**src/rtl/serial_port_router_ctrl_pkg.sv**
```systemverilog
// Shared types and constants for the serial port router controller and its bus interface.
package serial_router_pkg;

    localparam int PORT_W_DEF = 2;
    localparam int LEN_W_DEF  = 4;

    // A frame begins when the idle-high line drops to this value.
    localparam logic START_BIT = 1'b0;

    typedef enum logic [2:0] {
        ST_IDLE = 3'd0,
        ST_PORT = 3'd1,
        ST_LEN  = 3'd2,
        ST_DATA = 3'd3,
        ST_DONE = 3'd4
    } state_t;

    function automatic int max_w(input int a, input int b);
        return (a > b) ? a : b;
    endfunction

endpackage

```
**src/rtl/serial_port_router_ctrl_if.sv**
```systemverilog
// Bus between the frame parser (master) and the serial source / demux side (slave).
interface serial_port_router_ctrl_if
    import serial_router_pkg::*;
#(
    parameter int PORT_W = PORT_W_DEF
);
    logic              ser_in;
    logic [PORT_W-1:0] port_sel;
    logic              data_out;
    logic              data_valid;
    logic              busy;
    logic              done;

    modport master (
        input  ser_in,
        output port_sel,
        output data_out,
        output data_valid,
        output busy,
        output done
    );

    modport slave (
        output ser_in,
        input  port_sel,
        input  data_out,
        input  data_valid,
        input  busy,
        input  done
    );
endinterface

```
**src/rtl/serial_port_router_ctrl.sv**
```systemverilog
// Parses start/port/length/payload frames on ser_in and steers payload bits to the demux; first payload bit 1+PORT_W+LEN_W cycles after the start edge, done one cycle after the last.
// No backpressure: ser_in is consumed every cycle, outputs are valid-only with no ready.
module serial_port_router_ctrl
    import serial_router_pkg::*;
#(
    parameter int PORT_W = PORT_W_DEF,
    parameter int LEN_W  = LEN_W_DEF
) (
    input  logic                        clk,
    input  logic                        rst_n,
    serial_port_router_ctrl_if.master   bus
);

    localparam int CNT_W = max_w(PORT_W, LEN_W);
    localparam logic [CNT_W-1:0] PORT_LAST = CNT_W'(PORT_W - 1);
    localparam logic [CNT_W-1:0] LEN_LAST  = CNT_W'(LEN_W - 1);
    localparam logic [CNT_W-1:0] CNT_ONE   = CNT_W'(1);

    state_t            r_state;
    state_t            w_next_state;
    logic [PORT_W-1:0] r_port_sel;
    logic [PORT_W-1:0] w_port_sel_nxt;
    logic [LEN_W-1:0]  r_len;
    logic [LEN_W-1:0]  w_len_nxt;
    logic [CNT_W-1:0]  r_bit_cnt;
    logic [CNT_W-1:0]  w_bit_cnt_nxt;

    logic              w_ser;
    logic [LEN_W-1:0]  w_len_shift;
    logic [CNT_W-1:0]  w_len_ext;
    logic              w_data_last;
    logic              w_data_valid;

    assign w_ser        = bus.ser_in;
    assign w_len_shift  = {r_len[LEN_W-2:0], w_ser};
    assign w_len_ext    = CNT_W'(r_len);
    // Only meaningful in DATA, where the stored length is known to be non-zero.
    assign w_data_last  = (r_bit_cnt == (w_len_ext - CNT_ONE));
    assign w_data_valid = (r_state == ST_DATA);

    always_ff @(posedge clk or negedge rst_n) begin
        if (!rst_n) begin
            r_state    <= ST_IDLE;
            r_port_sel <= '0;
            r_len      <= '0;
            r_bit_cnt  <= '0;
        end else begin
            r_state    <= w_next_state;
            r_port_sel <= w_port_sel_nxt;
            r_len      <= w_len_nxt;
            r_bit_cnt  <= w_bit_cnt_nxt;
        end
    end

    always_comb begin
        w_next_state   = r_state;
        w_port_sel_nxt = r_port_sel;
        w_len_nxt      = r_len;
        w_bit_cnt_nxt  = r_bit_cnt;

        case (r_state)
            ST_IDLE: begin
                if (w_ser == START_BIT) begin
                    w_next_state  = ST_PORT;
                    w_bit_cnt_nxt = '0;
                end
            end

            ST_PORT: begin
                w_port_sel_nxt = {r_port_sel[PORT_W-2:0], w_ser};
                if (r_bit_cnt == PORT_LAST) begin
                    w_next_state  = ST_LEN;
                    w_bit_cnt_nxt = '0;
                end else begin
                    w_bit_cnt_nxt = r_bit_cnt + CNT_ONE;
                end
            end

            ST_LEN: begin
                w_len_nxt = w_len_shift;
                if (r_bit_cnt == LEN_LAST) begin
                    // Decide on the fully assembled length, including this cycle's bit.
                    w_next_state  = (w_len_shift == '0) ? ST_DONE : ST_DATA;
                    w_bit_cnt_nxt = '0;
                end else begin
                    w_bit_cnt_nxt = r_bit_cnt + CNT_ONE;
                end
            end

            ST_DATA: begin
                if (w_data_last) begin
                    w_next_state  = ST_DONE;
                    w_bit_cnt_nxt = '0;
                end else begin
                    w_bit_cnt_nxt = r_bit_cnt + CNT_ONE;
                end
            end

            ST_DONE: begin
                w_next_state = ST_IDLE;
            end

            default: begin
                w_next_state = ST_IDLE;
            end
        endcase
    end

    // Outputs decode the state register directly so reset clears them without waiting for a clock.
    assign bus.port_sel   = r_port_sel;
    assign bus.data_valid = w_data_valid;
    assign bus.data_out   = w_data_valid & w_ser;
    assign bus.busy       = (r_state != ST_IDLE);
    assign bus.done       = (r_state == ST_DONE);

endmodule

```
**src/flat_wrapper.sv**
```systemverilog
// flat-port wrapper written by rule: the top's interface ports become plain ports
module serial_port_router_ctrl_flat import serial_router_pkg::*;
#(
    parameter int PORT_W = PORT_W_DEF,
    parameter int LEN_W  = LEN_W_DEF
)
  (clk, rst_n, bus_ser_in, bus_port_sel, bus_data_out, bus_data_valid, bus_busy, bus_done);
  serial_port_router_ctrl_if #(.PORT_W(PORT_W)) bus_i ();
  input  logic clk;
  input  logic rst_n;
  input wire logic [$bits(bus_i.ser_in)-1:0] bus_ser_in;
  output wire logic [$bits(bus_i.port_sel)-1:0] bus_port_sel;
  output wire logic [$bits(bus_i.data_out)-1:0] bus_data_out;
  output wire logic [$bits(bus_i.data_valid)-1:0] bus_data_valid;
  output wire logic [$bits(bus_i.busy)-1:0] bus_busy;
  output wire logic [$bits(bus_i.done)-1:0] bus_done;
  assign bus_i.ser_in = bus_ser_in;
  assign bus_port_sel = bus_i.port_sel;
  assign bus_data_out = bus_i.data_out;
  assign bus_data_valid = bus_i.data_valid;
  assign bus_busy = bus_i.busy;
  assign bus_done = bus_i.done;
  serial_port_router_ctrl #(.PORT_W(PORT_W), .LEN_W(LEN_W)) u_core (.clk(clk), .rst_n(rst_n), .bus(bus_i));
endmodule
```
**config.mk**
```make
export PLATFORM = sky130hd
export DESIGN_NAME = serial_port_router_ctrl_flat
export DESIGN_NICKNAME = d
export VERILOG_FILES = /design/src/rtl/serial_port_router_ctrl_pkg.sv /design/src/rtl/serial_port_router_ctrl_if.sv /design/src/rtl/serial_port_router_ctrl.sv /design/src/flat_wrapper.sv
export SDC_FILE = /design/constraint.sdc
export NUM_CORES = 1
export LEC_CHECK = 0
export CORE_MARGIN = 2
export CORE_UTILIZATION = 45
export DETAILED_ROUTE_END_ITERATION = 10
export PLACE_DENSITY = 0.74
export SLEW_MARGIN = 20
export SYNTH_ARGS = -nofsm -noshare
export SYNTH_HDL_FRONTEND = slang
export SYNTH_SLANG_ARGS = --single-unit
export TNS_END_PERCENT = 20
```
**constraint.sdc**
```tcl
create_clock -name clk -period 2 [get_ports clk]
set_clock_uncertainty 0.1 [all_clocks]
set_input_delay 0.2 -clock clk [delete_from_list [all_inputs] [get_ports clk]]
set_output_delay 0.2 -clock clk [all_outputs]
set_load 0.02 [all_outputs]
```
==> summary.md <==
| Metric | Value |
|---|---|
| Outcome | `finished, final reports clean` |
| Ys flop type | `dfrtp_1` |
| Number of global-route vias before repair | `slightly above 500` |
| Global placer's final weighted congestion | `0.8437` |
| Post-layout nets | `96` |
| Worst Reg-to-Reg Cells | `7` |
| Most common cell in the netlist | `dfrtp_1` |
| Worst hold margin | `just under 200 ps` |
| # port buffers | `8` |
| Area leader, netlist | `dfrtp_1` |
| CTS sink cnt | `13` |
| All-Layer GR Usage | `15.10%` |
| CP Depth | `7` |
| Pre-CTS WS | `roughly 65 ps` |
| Placed Instances | `about 100` |
| Routed WL per cell | `13.08 um` |
| Layout area overhead | `20.91%` |
| Final hold viol count | `0` |
| Ant. Diodes | `0` |
| Worst reg2reg path startpoint | `u_core.r_len[0]` |
| Final worst-path cycle share | `99.21%` |
| CP Class | `flop to flop` |
| ANT nets after route | `0` |
| Cells after Synth | `between 70 and 80` |
| CTS Root Cell | `clkbuf_4` |
| VDD IR-drop max | `roughly 1000 uV` |
| Initial DRT Pass Iterations | `4` |
| Clock transition at the registers of the reported paths | `80 ps` |
| First-pass GRT wire length | `2214 um` |
| Async set-reset flop share out of synthesis | `between 90% and 100%` |
| Dpl hpwl | `1055 um` |
| H-tree depth | `1` |
| Gr busiest metal | `met2` |
| Reg2reg end | `u_core.r_state[0]` |
| Starting Density | `47.11%` |
| P_leak | `0.4513 nW` |
| Core ar. | `1689 um2` |
| Syn Nets | `79` |
| Met3 Use GR | `2.353%` |
| Antenna violations before repair | `0` |
| Pins over their slew limit | `0` |
| Syn avg cell area | `~11 um2` |
| WP data arrival | `2040 ps` |
| YS warnings | `0` |
| RSZ-0062 raised after global routing | `yes` |
| Max Cap Viol | `0` |
| Multiplexer share of the synthesized area | `10.06%` |
| Clock tree buffer depth | `2` |
| Delay of the slowest critical-path stage | `380 ps` |
| Slew margin rel. | `approximately 61%` |
| Std-Cell Rows | `15` |
| Final Util | `56.96%` |
| GR Util met2 | `between 20% and 30%` |
| Share of cells above drive strength 1 | `approximately 26%` |
| Via density | `around 5.3` |
| Yosys cell types | `34` |
| Simple-gate portion of the synthesized area | `19.03%` |
| Family with the most delay on the worst path | `flip-flops` |
| Final setup fails | `0` |
| Adder-Cell Fraction of Synth Area | `4.717%` |
| GRT overflow | `0` |
| Power per Cell Area | `1765 nW/um2` |
| Slew at the pin with the worst max-slew slack | `588.9 ps` |
| Io pins | `9` |
| Synth Cell Area | `795.8 um2` |
| Post-CTS Hold Buffers | `0` |
| Post-synthesis xor/xnor area fraction | `6.604%` |
| Worst setup endpoint | `u_core.r_state[0]` |
| Worst R2R Setup Slack | `around 16 ps` |
| Detailed-route DRC error count | `0` |
| Synth top area share | `40.88%` |
| Area contributors post-synth | `dfrtp_1 (41%), ha_1 (4.7%), xnor2_1 (4.4%), mux2_2 (4.2%), nand2_1 (3.3%)` |
| Die H | `between 40 and 50 um` |
| Largest family of logic cells by synthesized area | `simple AND/OR/NAND/NOR gates` |
| CP max stage cell | `dfrtp_1` |
| Final setup margin | `15.76 ps` |
| CTS tree | `done` |
| Die Wd | `approximately 46 um` |
| First DRT Iteration DRCs | `15` |
| Synth Area in Compound Gates | `about 15%` |
| Critical Path Fanout Max | `4` |
| Worst-Skew Late Latency | `270 ps` |
| Worst endpoint required time | `2060 ps` |
| Die Area | `roughly 2100 um2` |
| Fin cells | `106` |
| EDFF count, synth | `0` |
| Crit. End Element | `flop` |
| Total Routed Length | `1387 um` |
| CP startpoint kind | `flop` |
| Fin crit period | `around 2000 ps` |
| Count of state elements after synthesis | `13` |
| Synth cell count leaders | `dfrtp_1 (13), nand2_1 (7), inv_1 (4), xnor2_1 (4)` |
| Post-CTS setup buffers | `0` |
| Hold WC Path Type | `input pin to async pin` |
| Max frequency | `between 500 and 600 MHz` |
| Routing usage on met1 | `roughly a fifth` |
| Critical path buffers and inverters | `1` |
| Crit-path cells | `inv_1 > ha_1 > xor2_1 > nand2_1 > o31ai_4 > and2_4 > mux2_4` |
| Clock buffer count from CTS | `3` |
| Register area share after synthesis | `40.88%` |
| Largest net degree at the start of global routing | `14` |
| Crit. Startpoint | `u_core.r_len[0]` |
| Vias | `561` |
==> report_power, final <==
group          leakage, nW  internal, W  switching (W)
clock network       0.0150    0.0000771      0.0000816
logic                0.274     0.000538       0.000483
registers            0.162     0.000384       0.000135
==> worst reg2reg max path, delay by kind of cell, from the launching register on <==
kind	cells	cell delay, ps
adder cells (fa/ha/maj)	1	300
AO/OA/AOI/OAI	1	230
AND/OR/NAND/NOR	2	320
XOR/XNOR	1	180
multiplexers	1	290
buffers and inverters	1	60
flip-flops	1	380
==> metrics by stage <==
stage	TNS, ps	power (W)	area, um2
CTS	0	0.001711	957.2
floorplan	0	0.001254	795.8
finish	0	0.001699	962.2
global placement	0	0.001519	929.6
global route	-70.98	0.001830	962.2
detailed placement	0	0.001535	929.6
==> registers in the layout, summed over array words and instances (netlist names) <==
register	flops
u_core.r_state	3
u_core.r_len	4
u_core.r_bit_cnt	4
u_core.bus.port_sel	2
==> routing by layer <==
layer / vias to the layer above / routed length (um)
li1: 288 / -
met1: 252 / 647
met2: 19 / 648
met3: 2 / 79
met4: 0 / 12
met5: - / 0
==> cells in the final DEF, fill, tap and decap left out, types with 2 or more instances in the layout <==
master	instances
xnor2_1	4
nand2b_1	2
mux2i_1	2
a21o_1	2
clkdlybuf4s50_1	6
mux2_2	3
a21boi_2	2
xor2_1	2
dfrtp_1	12
a21oi_1	3
buf_4	6
ha_1	3
inv_1	4
clkbuf_4	3
o21ai_0	2
nor2_1	2
nand2_1	7
and2_1	2
==> how the worst min path moves through the flow <==
stage,start,endpoint,cells past startpoint
after global routing,rst_n,u_core.bus.port_sel[1],1
after CTS,rst_n,u_core.bus.port_sel[1],1
after floorplan,rst_n,u_core.bus.port_sel[0],0
after detailed placement,u_core.bus.port_sel[1],u_core.bus.port_sel[1],1
final,rst_n,u_core.bus.port_sel[1],1
after global placement,u_core.bus.port_sel[1],u_core.bus.port_sel[1],1
==> kinds of logic (layout without fill, tap and decap cells) <==
group | after synthesis | after routing
muxes | 7 | 7
DFF | 13 | 13
xor gates and xnor gates | 6 | 6
adders and majority gates | 3 | 3
and+or+nand+nor | 23 | 23
AOI/OAI and AO/OA | 15 | 15
buffers and inverters | 6 | 22
==> layout make-up <==
type                    count  area (um2)
inverters                   4       15.01
well taps                  17       21.27
fillers                   138       726.9
flip-flops and latches     13       326.6
repair buffers             14       126.4
multi-input cells          54       446.7
clock buffers               4       26.28
==> what timing repair did <==
item	4_1_cts	5_1_grt
gates resized for setup	3	2
gates cloned	0	0
pin swaps	0	0
endpoints found under the hold margin	0	0
setup endpoints to repair	2	3
No activity file was read; power rests on OpenSTA's default activity.
